===== config.mk =====
export PLATFORM = sky130hd
export DESIGN_NAME = alu_cmd_dispatcher_flat
export DESIGN_NICKNAME = d
export VERILOG_FILES = /design/src/rtl/alu_cmd_dispatcher_if.sv /design/src/rtl/alu_cmd_dispatcher.sv /design/src/flat_wrapper.sv
export SDC_FILE = /design/constraint.sdc
export NUM_CORES = 1
export LEC_CHECK = 0
export BUFFER_PORTS_ARGS = -buffer_cell sky130_fd_sc_hd__buf_2
export CAP_MARGIN = 20
export CORE_MARGIN = 8
export CORE_UTILIZATION = 40
export DETAILED_ROUTE_END_ITERATION = 12
export PLACE_DENSITY = 0.7
export SLEW_MARGIN = 5
export SYNTH_ARGS = -nofsm -noshare
export SYNTH_HDL_FRONTEND = slang
export SYNTH_SLANG_ARGS = --single-unit

===== constraint.sdc =====
create_clock -name clk -period 11.5 [get_ports clk]
set_input_delay 1.15 -clock clk [delete_from_list [all_inputs] [get_ports clk]]
set_output_delay 1.15 -clock clk [all_outputs]
set_load 0.03 [all_outputs]

===== src/rtl/alu_cmd_dispatcher_if.sv =====
// Command, ALU drive and response signals of the ALU command dispatcher.
// The dispatcher is the initiator of the ALU handshake and uses the master
// modport; upstream, the ALU and the response consumer use the slave modport.
interface alu_cmd_dispatcher_if;
  // upstream command
  logic        cmd_valid;
  logic        cmd_ready;
  logic [31:0] cmd_a;
  logic [31:0] cmd_b;
  logic [2:0]  cmd_op;
  logic        cmd_mode;
  logic        cmd_round;
  // ALU drive and return
  logic [31:0] alu_op_a;
  logic [31:0] alu_op_b;
  logic [2:0]  alu_op_code;
  logic        alu_mode_fp;
  logic        alu_round_mode;
  logic        alu_start;
  logic [31:0] alu_result;
  logic [4:0]  alu_flags;
  logic        alu_valid_out;
  // response and status
  logic        rsp_valid;
  logic        rsp_ready;
  logic [31:0] rsp_result;
  logic [4:0]  rsp_flags;
  logic        rsp_timeout;
  logic [4:0]  sticky_flags;
  logic        clr_sticky;
  logic        busy;

  modport master (
    input  cmd_valid, cmd_a, cmd_b, cmd_op, cmd_mode, cmd_round,
    output cmd_ready,
    output alu_op_a, alu_op_b, alu_op_code, alu_mode_fp, alu_round_mode, alu_start,
    input  alu_result, alu_flags, alu_valid_out,
    output rsp_valid, rsp_result, rsp_flags, rsp_timeout, sticky_flags, busy,
    input  rsp_ready, clr_sticky
  );

  modport slave (
    output cmd_valid, cmd_a, cmd_b, cmd_op, cmd_mode, cmd_round,
    input  cmd_ready,
    input  alu_op_a, alu_op_b, alu_op_code, alu_mode_fp, alu_round_mode, alu_start,
    output alu_result, alu_flags, alu_valid_out,
    input  rsp_valid, rsp_result, rsp_flags, rsp_timeout, sticky_flags, busy,
    output rsp_ready, clr_sticky
  );
endinterface


===== src/rtl/alu_cmd_dispatcher.sv =====
// ALU command dispatcher: buffers commands in a FIFO, issues them one at a
// time over the ALU start/valid_out handshake, captures each result into a
// valid/ready response register and accumulates sticky exception flags.
module alu_cmd_dispatcher #(
  parameter int unsigned DEPTH          = 4,
  parameter int unsigned TIMEOUT_CYCLES = 64
) (
  input logic                  clk,
  input logic                  rst,
  alu_cmd_dispatcher_if.master bus
);

  localparam int unsigned AW = $clog2(DEPTH);
  localparam int unsigned PW = AW + 1;
  localparam int unsigned CW = $clog2(TIMEOUT_CYCLES);

  typedef struct packed {
    logic [31:0] a;
    logic [31:0] b;
    logic [2:0]  op;
    logic        mode;
    logic        rnd;
  } cmd_t;

  typedef enum logic [1:0] {IDLE, ISSUE, DRAIN} state_t;

  state_t          state;
  cmd_t            mem [DEPTH];
  cmd_t            in_cmd;
  cmd_t            head;
  logic [PW-1:0]   wr_ptr;
  logic [PW-1:0]   rd_ptr;
  logic [CW-1:0]   tmo_cnt;
  logic            full;
  logic            empty;
  logic            push;

  // FIFO status; a full FIFO refuses a push even in a cycle that pops
  assign full  = (wr_ptr[AW] != rd_ptr[AW]) && (wr_ptr[AW-1:0] == rd_ptr[AW-1:0]);
  assign empty = (wr_ptr == rd_ptr);
  assign push  = bus.cmd_valid && !full;
  assign head  = mem[rd_ptr[AW-1:0]];

  assign in_cmd = '{a: bus.cmd_a, b: bus.cmd_b, op: bus.cmd_op,
                    mode: bus.cmd_mode, rnd: bus.cmd_round};

  assign bus.cmd_ready = !full;
  assign bus.busy      = (state != IDLE) || !empty;

  // FIFO storage write
  always_ff @(posedge clk) begin
    if (push) mem[wr_ptr[AW-1:0]] <= in_cmd;
  end

  // Issue sequencing, response capture, sticky flags and FIFO pointers
  always_ff @(posedge clk or posedge rst) begin
    if (rst) begin
      state              <= IDLE;
      wr_ptr             <= '0;
      rd_ptr             <= '0;
      tmo_cnt            <= '0;
      bus.alu_op_a       <= '0;
      bus.alu_op_b       <= '0;
      bus.alu_op_code    <= '0;
      bus.alu_mode_fp    <= 1'b0;
      bus.alu_round_mode <= 1'b0;
      bus.alu_start      <= 1'b0;
      bus.rsp_valid      <= 1'b0;
      bus.rsp_result     <= '0;
      bus.rsp_flags      <= '0;
      bus.rsp_timeout    <= 1'b0;
      bus.sticky_flags   <= '0;
    end else begin
      if (push) wr_ptr <= wr_ptr + PW'(1);
      if (bus.rsp_valid && bus.rsp_ready) bus.rsp_valid <= 1'b0;
      if (bus.clr_sticky) bus.sticky_flags <= '0;

      case (state)
        IDLE: begin
          // rsp_valid gating guarantees a capture never overwrites a response
          if (!empty && !bus.rsp_valid) begin
            rd_ptr             <= rd_ptr + PW'(1);
            bus.alu_op_a       <= head.a;
            bus.alu_op_b       <= head.b;
            bus.alu_op_code    <= head.op;
            bus.alu_mode_fp    <= head.mode;
            bus.alu_round_mode <= head.rnd;
            bus.alu_start      <= 1'b1;
            tmo_cnt            <= '0;
            state              <= ISSUE;
          end
        end
        ISSUE: begin
          if (bus.alu_valid_out) begin
            bus.rsp_result   <= bus.alu_result;
            bus.rsp_flags    <= bus.alu_flags;
            bus.rsp_timeout  <= 1'b0;
            bus.rsp_valid    <= 1'b1;
            // a same-cycle clear loses to the newly captured flags
            bus.sticky_flags <= bus.clr_sticky ? bus.alu_flags
                                               : (bus.sticky_flags | bus.alu_flags);
            bus.alu_start    <= 1'b0;
            state            <= DRAIN;
          end else if (tmo_cnt == CW'(TIMEOUT_CYCLES - 1)) begin
            bus.rsp_result   <= '0;
            bus.rsp_flags    <= '0;
            bus.rsp_timeout  <= 1'b1;
            bus.rsp_valid    <= 1'b1;
            bus.alu_start    <= 1'b0;
            state            <= DRAIN;
          end else begin
            tmo_cnt <= tmo_cnt + CW'(1);
          end
        end
        DRAIN: begin
          // wait for the ALU to drop valid_out before the next issue
          if (!bus.alu_valid_out) state <= IDLE;
        end
        default: state <= IDLE;
      endcase
    end
  end

endmodule


===== src/flat_wrapper.sv =====
// flat-port wrapper written by rule: the top's interface ports become plain ports
module alu_cmd_dispatcher_flat 
#(
  parameter int unsigned DEPTH          = 4,
  parameter int unsigned TIMEOUT_CYCLES = 64
)
  (clk, rst, bus_cmd_valid, bus_cmd_a, bus_cmd_b, bus_cmd_op, bus_cmd_mode, bus_cmd_round, bus_cmd_ready, bus_alu_op_a, bus_alu_op_b, bus_alu_op_code, bus_alu_mode_fp, bus_alu_round_mode, bus_alu_start, bus_alu_result, bus_alu_flags, bus_alu_valid_out, bus_rsp_valid, bus_rsp_result, bus_rsp_flags, bus_rsp_timeout, bus_sticky_flags, bus_busy, bus_rsp_ready, bus_clr_sticky);
  alu_cmd_dispatcher_if bus_i ();
  input logic clk;
  input logic rst;
  input wire logic [$bits(bus_i.cmd_valid)-1:0] bus_cmd_valid;
  input wire logic [$bits(bus_i.cmd_a)-1:0] bus_cmd_a;
  input wire logic [$bits(bus_i.cmd_b)-1:0] bus_cmd_b;
  input wire logic [$bits(bus_i.cmd_op)-1:0] bus_cmd_op;
  input wire logic [$bits(bus_i.cmd_mode)-1:0] bus_cmd_mode;
  input wire logic [$bits(bus_i.cmd_round)-1:0] bus_cmd_round;
  output wire logic [$bits(bus_i.cmd_ready)-1:0] bus_cmd_ready;
  output wire logic [$bits(bus_i.alu_op_a)-1:0] bus_alu_op_a;
  output wire logic [$bits(bus_i.alu_op_b)-1:0] bus_alu_op_b;
  output wire logic [$bits(bus_i.alu_op_code)-1:0] bus_alu_op_code;
  output wire logic [$bits(bus_i.alu_mode_fp)-1:0] bus_alu_mode_fp;
  output wire logic [$bits(bus_i.alu_round_mode)-1:0] bus_alu_round_mode;
  output wire logic [$bits(bus_i.alu_start)-1:0] bus_alu_start;
  input wire logic [$bits(bus_i.alu_result)-1:0] bus_alu_result;
  input wire logic [$bits(bus_i.alu_flags)-1:0] bus_alu_flags;
  input wire logic [$bits(bus_i.alu_valid_out)-1:0] bus_alu_valid_out;
  output wire logic [$bits(bus_i.rsp_valid)-1:0] bus_rsp_valid;
  output wire logic [$bits(bus_i.rsp_result)-1:0] bus_rsp_result;
  output wire logic [$bits(bus_i.rsp_flags)-1:0] bus_rsp_flags;
  output wire logic [$bits(bus_i.rsp_timeout)-1:0] bus_rsp_timeout;
  output wire logic [$bits(bus_i.sticky_flags)-1:0] bus_sticky_flags;
  output wire logic [$bits(bus_i.busy)-1:0] bus_busy;
  input wire logic [$bits(bus_i.rsp_ready)-1:0] bus_rsp_ready;
  input wire logic [$bits(bus_i.clr_sticky)-1:0] bus_clr_sticky;
  assign bus_i.cmd_valid = bus_cmd_valid;
  assign bus_i.cmd_a = bus_cmd_a;
  assign bus_i.cmd_b = bus_cmd_b;
  assign bus_i.cmd_op = bus_cmd_op;
  assign bus_i.cmd_mode = bus_cmd_mode;
  assign bus_i.cmd_round = bus_cmd_round;
  assign bus_cmd_ready = bus_i.cmd_ready;
  assign bus_alu_op_a = bus_i.alu_op_a;
  assign bus_alu_op_b = bus_i.alu_op_b;
  assign bus_alu_op_code = bus_i.alu_op_code;
  assign bus_alu_mode_fp = bus_i.alu_mode_fp;
  assign bus_alu_round_mode = bus_i.alu_round_mode;
  assign bus_alu_start = bus_i.alu_start;
  assign bus_i.alu_result = bus_alu_result;
  assign bus_i.alu_flags = bus_alu_flags;
  assign bus_i.alu_valid_out = bus_alu_valid_out;
  assign bus_rsp_valid = bus_i.rsp_valid;
  assign bus_rsp_result = bus_i.rsp_result;
  assign bus_rsp_flags = bus_i.rsp_flags;
  assign bus_rsp_timeout = bus_i.rsp_timeout;
  assign bus_sticky_flags = bus_i.sticky_flags;
  assign bus_busy = bus_i.busy;
  assign bus_i.rsp_ready = bus_rsp_ready;
  assign bus_i.clr_sticky = bus_clr_sticky;
  alu_cmd_dispatcher #(.DEPTH(DEPTH), .TIMEOUT_CYCLES(TIMEOUT_CYCLES)) u_core (.clk(clk), .rst(rst), .bus(bus_i));
endmodule

# Word level (Yosys, flattened, before mapping)
# Memories as Yosys holds them, arrays and structs flattened. A register that Yosys moved wholly into a read port is not among the register bits.
# Cells that the tools add are included.
# word_totals
ramBits	276
word_cells	72
memories	1
in_bits	112
output_inout_bits	116
register_bits	59
# classes
muxes	29
reduce_logical	17
bitwise	1
eq_ne	11
add_sub_neg	3
# mem_list
memory	depth	width	rd	rd_ports_with_merged_regs	wr	line_no	rtl
u_core.mem	4	69	1	1	1	alu_cmd_dispatcher.sv:28	cmd_t mem [DEPTH];
# op_table
operator	n
$mux W32	2
$mux W5	6
$mux W6	3
$pmux W6 S2	1
$mux W1	11
$mux W2	4
$add A3 B1 Y3 const B	2
$add A6 B1 Y6 const B	1
$eq A6 B6 Y1 const B	1
$ne A2 B2 Y1 const B	3
$pmux W2 S3	1
$reduce_and A3 Y1	2
$reduce_bool A2 Y1	3
$or A5 B5 Y5	1
$logic_and A1 B1 Y1	4
$reduce_and A2 Y1	2
$reduce_and A4 Y1	1
$eq A3 B3 Y1	1
$logic_not A1 Y1	3
$ne A3 B2 Y1 const B	1
$eq A2 B1 Y1 const B	1
$eq A2 B2 Y1	1
$eq A2 B2 Y1 const B	1
$logic_not A2 Y1	1
4 further kinds	4

# Depth between registers and ports, before layout
# Gate-level depths: netlist of run 1.
# depth
word_depth	6
ltp_mapped	7

# Worst setup path before layout of run 1
# Ideal clock, no wire load.
# synth_path
kind	register to register
startpoint	reg u_core.wr_ptr[2]
endpoint	mem u_core.mem[3][0] (netlist bit), enable pin
required_ns	11.064
period_less_slack_ns	3.291
stages_incl_launch_ff	4
t_arrival_ns	2.854
path_slack_ns	8.209
cell_sequence	dfrtp_1 > xnor2_1 > nand3b_1 > and3_1
# synth_via
elab_chain_cells	6
# synth_rtl
element	line_no	rtl
from (decl)	alu_cmd_dispatcher.sv:31	logic [PW-1:0] wr_ptr;
from (signal assigned)	alu_cmd_dispatcher.sv:74	if (push) wr_ptr <= wr_ptr + PW'(1);
$ne A1 B1 Y1	alu_cmd_dispatcher.sv:39	assign full = (wr_ptr[AW] != rd_ptr[AW]) && (wr_ptr[AW-1:0] == rd_ptr[AW-1:0]);
$logic_and A1 B1 Y1	alu_cmd_dispatcher.sv:39	
$logic_not A1 Y1	n/a	
via bus_cmd_ready	flat_wrapper.sv:17	output wire logic [$bits(bus_i.cmd_ready)-1:0] bus_cmd_ready;
$logic_and A1 B1 Y1	alu_cmd_dispatcher.sv:41	assign push = bus.cmd_valid && !full;
$mux W1	alu_cmd_dispatcher.sv:52	if (push) mem[wr_ptr[AW-1:0]] <= in_cmd;
$mux W1 (implied by the code)	alu_cmd_dispatcher.sv:52	
to (decl)	alu_cmd_dispatcher.sv:28	
# The timed path passes the listed nets, and every way through them passes these cells.

# Final worst setup path of run 1
# layout_path
startpoint	reg u_core.rd_ptr[0]
endpoint	out bus_cmd_ready
# layout_via
elab_chain_cells	3
# layout_rtl
element	line_no	rtl
from (decl)	alu_cmd_dispatcher.sv:32	logic [PW-1:0] rd_ptr;
from (signal assigned)	alu_cmd_dispatcher.sv:82	rd_ptr <= rd_ptr + PW'(1);
$eq A2 B2 Y1	alu_cmd_dispatcher.sv:39	
$logic_and A1 B1 Y1	alu_cmd_dispatcher.sv:39	
$logic_not A1 Y1	alu_cmd_dispatcher.sv:47	assign bus.cmd_ready = !full;
to (decl)	flat_wrapper.sv:17	
# No other way between the ends.

==> results of run 1 <==
==> cell usage after synthesis, drive strengths merged, types with 2 or more instances <==
master,count,area share
nand2b,2,0.00084
nand2,11,0.0028
and3,6,0.0025
buf,23,0.0090
dfrtp,128,0.22
a21o,3,0.0015
xnor2,5,0.0029
mux2,71,0.056
a21oi,2,0.00067
xor2,3,0.0018
clkbuf,10,0.0025
ha,6,0.0050
nor2,5,0.0013
o21ai,11,0.0037
inv,10,0.0025
a22o,39,0.023
mux4,69,0.10
o22ai,2,0.00084
edfxtp,276,0.56
==> state kept, by name, indices dropped and copies added (netlist names), 2 cells and up <==
register,cells
u_core.mem,276
u_core.bus.alu_op_a,32
u_core.bus.alu_op_b,32
u_core.bus.rsp_result,32
u_core.tmo_cnt,6
u_core.bus.rsp_flags,5
u_core.bus.sticky_flags,5
u_core.bus.alu_op_code,3
u_core.rd_ptr,3
u_core.wr_ptr,3
u_core.state,2
==> stage by stage <==
step                      cell area (µm²)  utilization
after floorplan                     14890            -
after global placement              16560       0.4523
after detailed placement            16560       0.4523
after CTS                           17950       0.4903
after global routing                17950       0.4903
final                               17950       0.4903
==> power by group through the flow <==
stage	Sequential (mW)	Combinational (mW)	Clock (mW)
after floorplan	2.59	1.05	0
after global placement	2.27	1.88	0
after detailed placement	2.29	1.90	0
after CTS	2.26	1.91	1.39
after global routing	2.30	2.00	1.44
final	2.25	1.86	1.35
==> worst reg2reg max path, delay by kind of cell (launching register included) <==
family                 cells  cell delay (ns)
flip-flops                 1             0.94
buffers and inverters      1             0.68
AND/OR/NAND/NOR            2             0.69
XOR/XNOR                   1             0.31
==> logic make-up (layout without fill, tap and decap cells) <==
| logic type | Yosys count | after routing | synth area share |
|---|---|---|---|
| buf+inv | 43 | 324 | 0.01403 |
| xor+xnor | 8 | 8 | 0.004706 |
| flops | 404 | 404 | 0.7718 |
| mux | 141 | 141 | 0.1613 |
| simple gates | 32 | 32 | 0.01084 |
| compound gates | 60 | 60 | 0.03235 |
| fa+ha+maj | 6 | 6 | 0.005042 |
==> cell type report <==
type / instances / area, µm² / share of cell area
Tap cell: 468 / 585.6 / 0.03262
Timing Repair Buffer: 238 / 1219 / 0.06790
Multi-Input combinational cell: 247 / 3213 / 0.1790
Clock inverter: 22 / 265.3 / 0.01478
Clock buffer: 54 / 1125 / 0.06267
Inverter: 10 / 42.54 / 0.002370
Sequential cell: 404 / 11500 / 0.6406
==> layer usage <==
metal	track usage	up-vias
met5	0	-
met3	0.04265	52
li1	-	3292
met1	0.1836	3810
met2	0.2196	263
met4	0.03621	12
==> worst paths after layout <==
path | endpoint | start | slack (ns)
min in group asynchronous | u_core.bus.rsp_result[30] | rst | 0.77
max reg2reg | u_core.mem[3][34] | u_core.rd_ptr[0] | 8.43
max in group asynchronous | u_core.rd_ptr[1] | rst | 9.55
min reg2reg | u_core.bus.alu_start | u_core.bus.alu_start | 0.48
max | bus_cmd_ready | u_core.rd_ptr[0] | 8.00
min | u_core.bus.alu_start | u_core.bus.alu_start | 0.48
==> results.py, run 1 <==
metrics = {
    "run_status": {
        "status": "finished clean",
    },
    "timing": {
        "layout_setup_ws_ns": 8.000,
        "min_period_ns": 3.500,
        "rsz0062_at_grt": "false",
        "fin_tns_setup_ns": 0,
        "max_freq_mhz": 285.7,
        "setup_viol_count_final": 0,
        "holdWs_ns": 0.4789,
        "drv_slew": 0,
        "slew_headroom": 0.2690,
        "period_share": 0.3043,
        "worst_pin_slew_ns": 1.096,
        "fin_skew_ns": 0.02621,
        "hold_violations": 0,
    },
    "placement": {
        "io_buffers": 227,
        "pre_cts_slack_ns": 8.339,
        "gp_congestion": 0.8337,
        "dp_cells": 1367,
        "dpl.hpwl_um": 19280,
    },
    "clock_tree": {
        "clk_latency_ns": 0.55,
        "clk_path_buf_depth": 3,
        "cts-root-buf": "clkbuf_16",
        "cts_max_level": 2,
        "cts_tree": "yes",
        "cts_made_buffers": 41,
        "cts.repair.resized": 0,
        "post_cts_buffers": 0,
        "cts_hold_buf": 0,
        "clock_sinks": 404,
        "cts.reportedPaths.clkPinSlew_ns": 0.06,
    },
    "global_route": {
        "grt_usage": 0.1382,
        "antenna_found_initial": 6,
        "grt_pass1_vias": 7805,
        "grt-ovfl-total": 0,
        "grt_first_pass_wirelength_um": 46980,
        "grt_max_degree": 87,
    },
    "floorplan": {
        "start_util": 0.4067,
        "fp.dieW_um": 208.9,
        "fp.dieArea_um2": 43650,
        "io_pins": 228,
        "die_h_um": 208.9,
        "num_rows": 70,
        "core_area_um2": 36610,
    },
    "cells_and_area": {
        "nets": 1060,
        "final_cell_mix": "edfxtp_1, buf_2, dfrtp_1, mux4_2, mux2_2",
        "diodes": 0,
        "drive_gt1_frac": 0.4564,
        "final_common_cell": "edfxtp_1",
        "syn_to_final_growth_pct": 20.55,
        "stdcell_count": 1443,
        "num-fill-cells": 2979,
    },
    "pwr": {
        "seq_power_share": 0.412,
        "comb_power_share": 0.341,
        "swShare": 0.3357,
        "power_density_nw_per_um2": 304.1,
        "p_total_mw": 5.459,
        "ir_worst_vdd_v": 0.0001774,
        "p_int_mw": 3.626,
        "switchingPower_mw": 1.833,
        "power.share.clock": 0.247,
        "leakagePower_nw": 6.889,
    },
    "detailed_routing": {
        "drt_iter0_markers": 487,
        "drcViolationCount": 0,
        "wl_um": 30650,
        "via_per_inst": 5.148,
        "wl_per_cell_um": 21.24,
        "maxUsedRoutingLayer": "met5",
        "wl_met2_um": 14370,
        "via_count": 7429,
        "wl_met1_um": 13530,
        "dr.pass1.iters": 4,
        "wl_met3_um": 2138,
        "ant_nets": 0,
    },
    "yosys": {
        "syn_area_um2": 14890,
        "synth-seq-cells": 404,
        "yosysWarnings": 0,
        "yosysSeqAreaShare": 0.7718,
        "synth.distinct_cells": 35,
        "avgSynthCellArea_um2": 21.45,
        "syn-num-nets": 812,
        "ys_async_sr_fraction": 0.3168,
        "synth_edf_count": 276,
        "postSynthCellCount": 694,
        "ys.flop_type": "edfxtp_1",
    },
    "setup_path": {
        "cp-start-kind": "register",
        "critPathTopFamily": "flip-flops",
        "required_ns": 10.35,
        "cp_cell_sequence": "xnor2_1, nand3b_1, buf_2",
        "crit_buf_inv": 1,
        "crit_path_max_incr_delay_ns": 0.94,
        "crit_type": "reg -> out",
        "endpoint_kind": "output pin",
        "path_max_fanout": 39,
        "crit_cells": 3,
        "reg2regPathDepth": 4,
        "cp.arrival_ns": 2.35,
        "crit_slowest_cell": "dfrtp_4",
    },
    "worst_hold_path": {
        "holdPathStages": 1,
        "hold_class": "reg -> reg",
    },
    "flow_run": {
        "drv_cap": 0,
    },
}
No activity file was read; power rests on OpenSTA's default activity.
==> inputs of run 2 (changes only) <==
--- a/config.mk
+++ b/config.mk
@@ -5,12 +5,13 @@
 export SDC_FILE = /design/constraint.sdc
 export NUM_CORES = 1
 export LEC_CHECK = 0
+export ABC_AREA = 1
 export BUFFER_PORTS_ARGS = -buffer_cell sky130_fd_sc_hd__buf_2
 export CAP_MARGIN = 20
 export CORE_MARGIN = 8
 export CORE_UTILIZATION = 40
 export DETAILED_ROUTE_END_ITERATION = 12
-export PLACE_DENSITY = 0.7
+export PLACE_DENSITY = 0.69
 export SLEW_MARGIN = 5
 export SYNTH_ARGS = -nofsm -noshare
 export SYNTH_HDL_FRONTEND = slang
==> constraint.sdc (replaced) <==
create_clock -name clk -period 3.43 [get_ports clk]
set_input_delay 0.343 -clock clk [delete_from_list [all_inputs] [get_ports clk]]
set_output_delay 0.343 -clock clk [all_outputs]
set_load 0.03 [all_outputs]
==> run 2 against run 1 <==
Compared with the run above:
- the run now ends with negative hold slack left
- total power rose to 3.3 times the previous value
- register-to-register slack got worse by 7.6 ns
- sequential power rose to 3.3 times the previous value
- sequential share of layout area fell by 3.3 points
- clock skew fell by 0.015 ns
- core utilization rose by 0.069 points
- area after synthesis rose by 4.9%
- critical path depth rose by 4
- non-clock buffer count rose by 40
==> results.py, run 2 <==
metrics = {
    "run_status": {
        "status": "finished, violations left",
        "violations": "negative hold slack",
    },
    "setup_path": {
        "crit_path_max_incr_delay_ns": 0.76,
        "required_ns": 3.85,
        "path_max_fanout": 96,
        "crit_slowest_cell": "buf_4",
        "endpoint_kind": "register",
        "cpMostUsedCell": "nand2_1",
        "cp_cell_sequence": "xnor2_1, nand3_2, nand3_4, buf_4, nand2_2, nand2_1, nand2_1",
        "cp.arrival_ns": 3.05,
        "cp-start-kind": "register",
        "crit_type": "reg -> reg",
    },
    "clock_tree": {
        "cts_tree": "yes",
        "cts.reportedPaths.clkPinSlew_ns": 0.06,
        "cts_max_level": 2,
        "clock_sinks": 404,
        "clk_path_buf_depth": 3,
        "cts_made_buffers": 42,
        "clk_latency_ns": 0.54,
        "post_cts_buffers": 0,
        "cts-root-buf": "clkbuf_16",
    },
    "detailed_routing": {
        "dr.pass1.iters": 5,
        "wl_per_cell_um": 17.05,
        "ant_nets": 0,
        "via_per_inst": 4.881,
        "via_count": 10377,
        "drcViolationCount": 0,
        "wl_um": 36250,
        "drt_iter0_markers": 966,
    },
    "pwr": {
        "leakagePower_nw": 7.799,
        "power_density_nw_per_um2": 962.9,
        "p_total_mw": 18.23,
        "ir_worst_vdd_v": 0.0005058,
    },
    "worst_hold_path": {
        "hold_class": "in -> async",
    },
    "yosys": {
        "synth_area_leaders": "edfxtp_1, dfrtp_1, o21ai_0",
        "synth_top_family_by_area": "simple AND/OR/NAND/NOR gates",
        "yosysMostFrequentCell": "edfxtp_1",
        "synthAdderAreaFrac": 0.004807,
        "synthSimpleGateAreaFrac": 0.1129,
        "yosysWarnings": 0,
        "synth_commonest_cells": "edfxtp_1, nor2_1, o21ai_0",
        "syn-num-nets": 1443,
        "synth.distinct_cells": 28,
        "ys_async_sr_fraction": 0.3168,
        "synth_top_area_cell": "edfxtp_1",
        "yosysSeqAreaShare": 0.7357,
        "synth_edf_count": 276,
        "syn_area_um2": 15620,
        "postSynthCellCount": 1325,
        "synth.area.mux_share": 0,
        "synthXorXnorAreaFrac": 0.002243,
        "netlist.area_leader.share": 0.5306,
        "avgSynthCellArea_um2": 11.79,
        "synth-seq-cells": 404,
        "synth_compound_area_frac": 0.09613,
        "ys.flop_type": "edfxtp_1",
    },
    "timing": {
        "worst_pin_slew_ns": 0.9841,
        "hold_violations": 11,
        "period_share": 0.7658,
        "max_freq_mhz": 380.7,
        "layout_setup_ws_ns": 0.8033,
        "setup_viol_count_final": 0,
        "fin_skew_ns": 0.01125,
        "slew_headroom": 0.3432,
        "rsz0062_at_grt": "false",
        "holdWs_ns": -0.007339,
        "min_period_ns": 2.627,
        "drv_slew": 0,
    },
    "placement": {
        "dpl.hpwl_um": 22170,
        "pre_cts_slack_ns": 0.8084,
        "dp_cells": 2014,
        "io_buffers": 227,
        "gp_congestion": 0.8451,
        "dpl_cell_area_um2": 17260,
    },
    "global_route": {
        "grt_pass1_vias": 10354,
        "antenna_found_initial": 2,
        "grt-ovfl-total": 0,
        "grt_max_degree": 97,
        "grt_first_pass_wirelength_um": 55630,
        "grt_usage": 0.1543,
    },
    "cells_and_area": {
        "final_cell_mix": "edfxtp_1, buf_2, nor2_1, o21ai_0, nand2_1",
        "fin_area_um2": 18930,
        "largest_reg_flops": 276,
        "num-fill-cells": 3347,
        "stdcell_count": 2126,
        "nets": 1692,
        "final_common_cell": "edfxtp_1",
        "drive_gt1_frac": 0.2004,
        "syn_to_final_growth_pct": 21.20,
    },
    "floorplan": {
        "fp.dieArea_um2": 45630,
        "io_pins": 228,
        "num_rows": 72,
        "fp.dieW_um": 213.6,
        "die_h_um": 213.6,
        "start_util": 0.4051,
        "core_area_um2": 38560,
    },
    "flow_run": {
        "drv_cap": 0,
    },
}
[run 2: cell types whose count changed after synthesis, moves of 56 or more]
cell	change
o21ai_0	+197
inv_1	+88
nor2_1	+216
mux4_2	-69
mux2_2	-56
o21ai_1	+77
nand2_1	+152
[run 2: area by class of cell]
cell class	instances	area (µm²)	share of cell area
inverters	99	377.9	0.01996
clock buffers	53	1144	0.06041
clock inverters	24	187.7	0.009915
flip-flops and latches	404	11500	0.6074
repair buffers	278	1667	0.08804
well taps	518	648.1	0.03424
diodes	1	2.502	0.0001322
multi-input cells	749	3405	0.1799
[run 2: through the flow]
| step | utilization | setup TNS [ns] |
|---|---|---|
| 6_report | 0.4909 | 0 |
| 3_3_place_gp | 0.4475 | 0 |
| 5_1_grt | 0.4909 | 0 |
| 2_1_floorplan | - | -52.90 |
| 4_1_cts | 0.4909 | 0 |
| 3_5_place_dp | 0.4475 | 0 |
[run 2: cells by family (layout without fill, tap and decap cells)]
kind of cell,count (synthesis),in the layout
buffers and inverters,172,454
flip-flops,404,404
XOR/XNOR,4,4
other,0,1
adder cells (fa/ha/maj),6,6
AO/OA/AOI/OAI,296,296
AND/OR/NAND/NOR,443,443
[run 2: where the power goes]
part	internal, mW	switching (mW)	total (mW)
Sequential	6.71	0.680	7.39
Clock	2.52	1.82	4.35
Combinational	1.82	4.67	6.49
Total	11.1	7.18	18.2
[run 2: what timing repair did]
item                      CTS  global route
resized for setup           0             0
hold buffers               34             0
hold endpoints to repair   73             0
[run 2: worst paths after layout]
path | cells after the start | slack (ns) | from | end
max | 7 | 0.80 | u_core.rd_ptr[1] | u_core.tmo_cnt[2]
max in group asynchronous | 3 | 2.59 | rst | u_core.bus.alu_op_a[18]
max reg2reg | 7 | 0.80 | u_core.rd_ptr[1] | u_core.tmo_cnt[2]
min | 2 | -0.007 | rst | u_core.bus.alu_op_b[23]
min in group clk | 3 | 0.03 | bus_alu_result[25] | u_core.bus.rsp_result[25]
min reg2reg | 2 | 0.48 | u_core.bus.alu_op_b[30] | u_core.bus.alu_op_b[30]
[run 2: layer usage]
metal / wire [µm] / track usage / vias to the layer above
met5: 8 / 0 / -
met4: 1075 / 0.05767 / 2
met3: 2383 / 0.03332 / 67
met2: 17500 / 0.2621 / 290
met1: 15290 / 0.1924 / 5001
li1: - / - / 5017
[run 2: worst max-delay path, delay by kind of cell, from the launching register on]
kind | cells | cell delay (ns)
flip-flops | 1 | 0.71
AND/OR/NAND/NOR | 5 | 0.63
XOR/XNOR | 1 | 0.39
buffers and inverters | 1 | 0.76
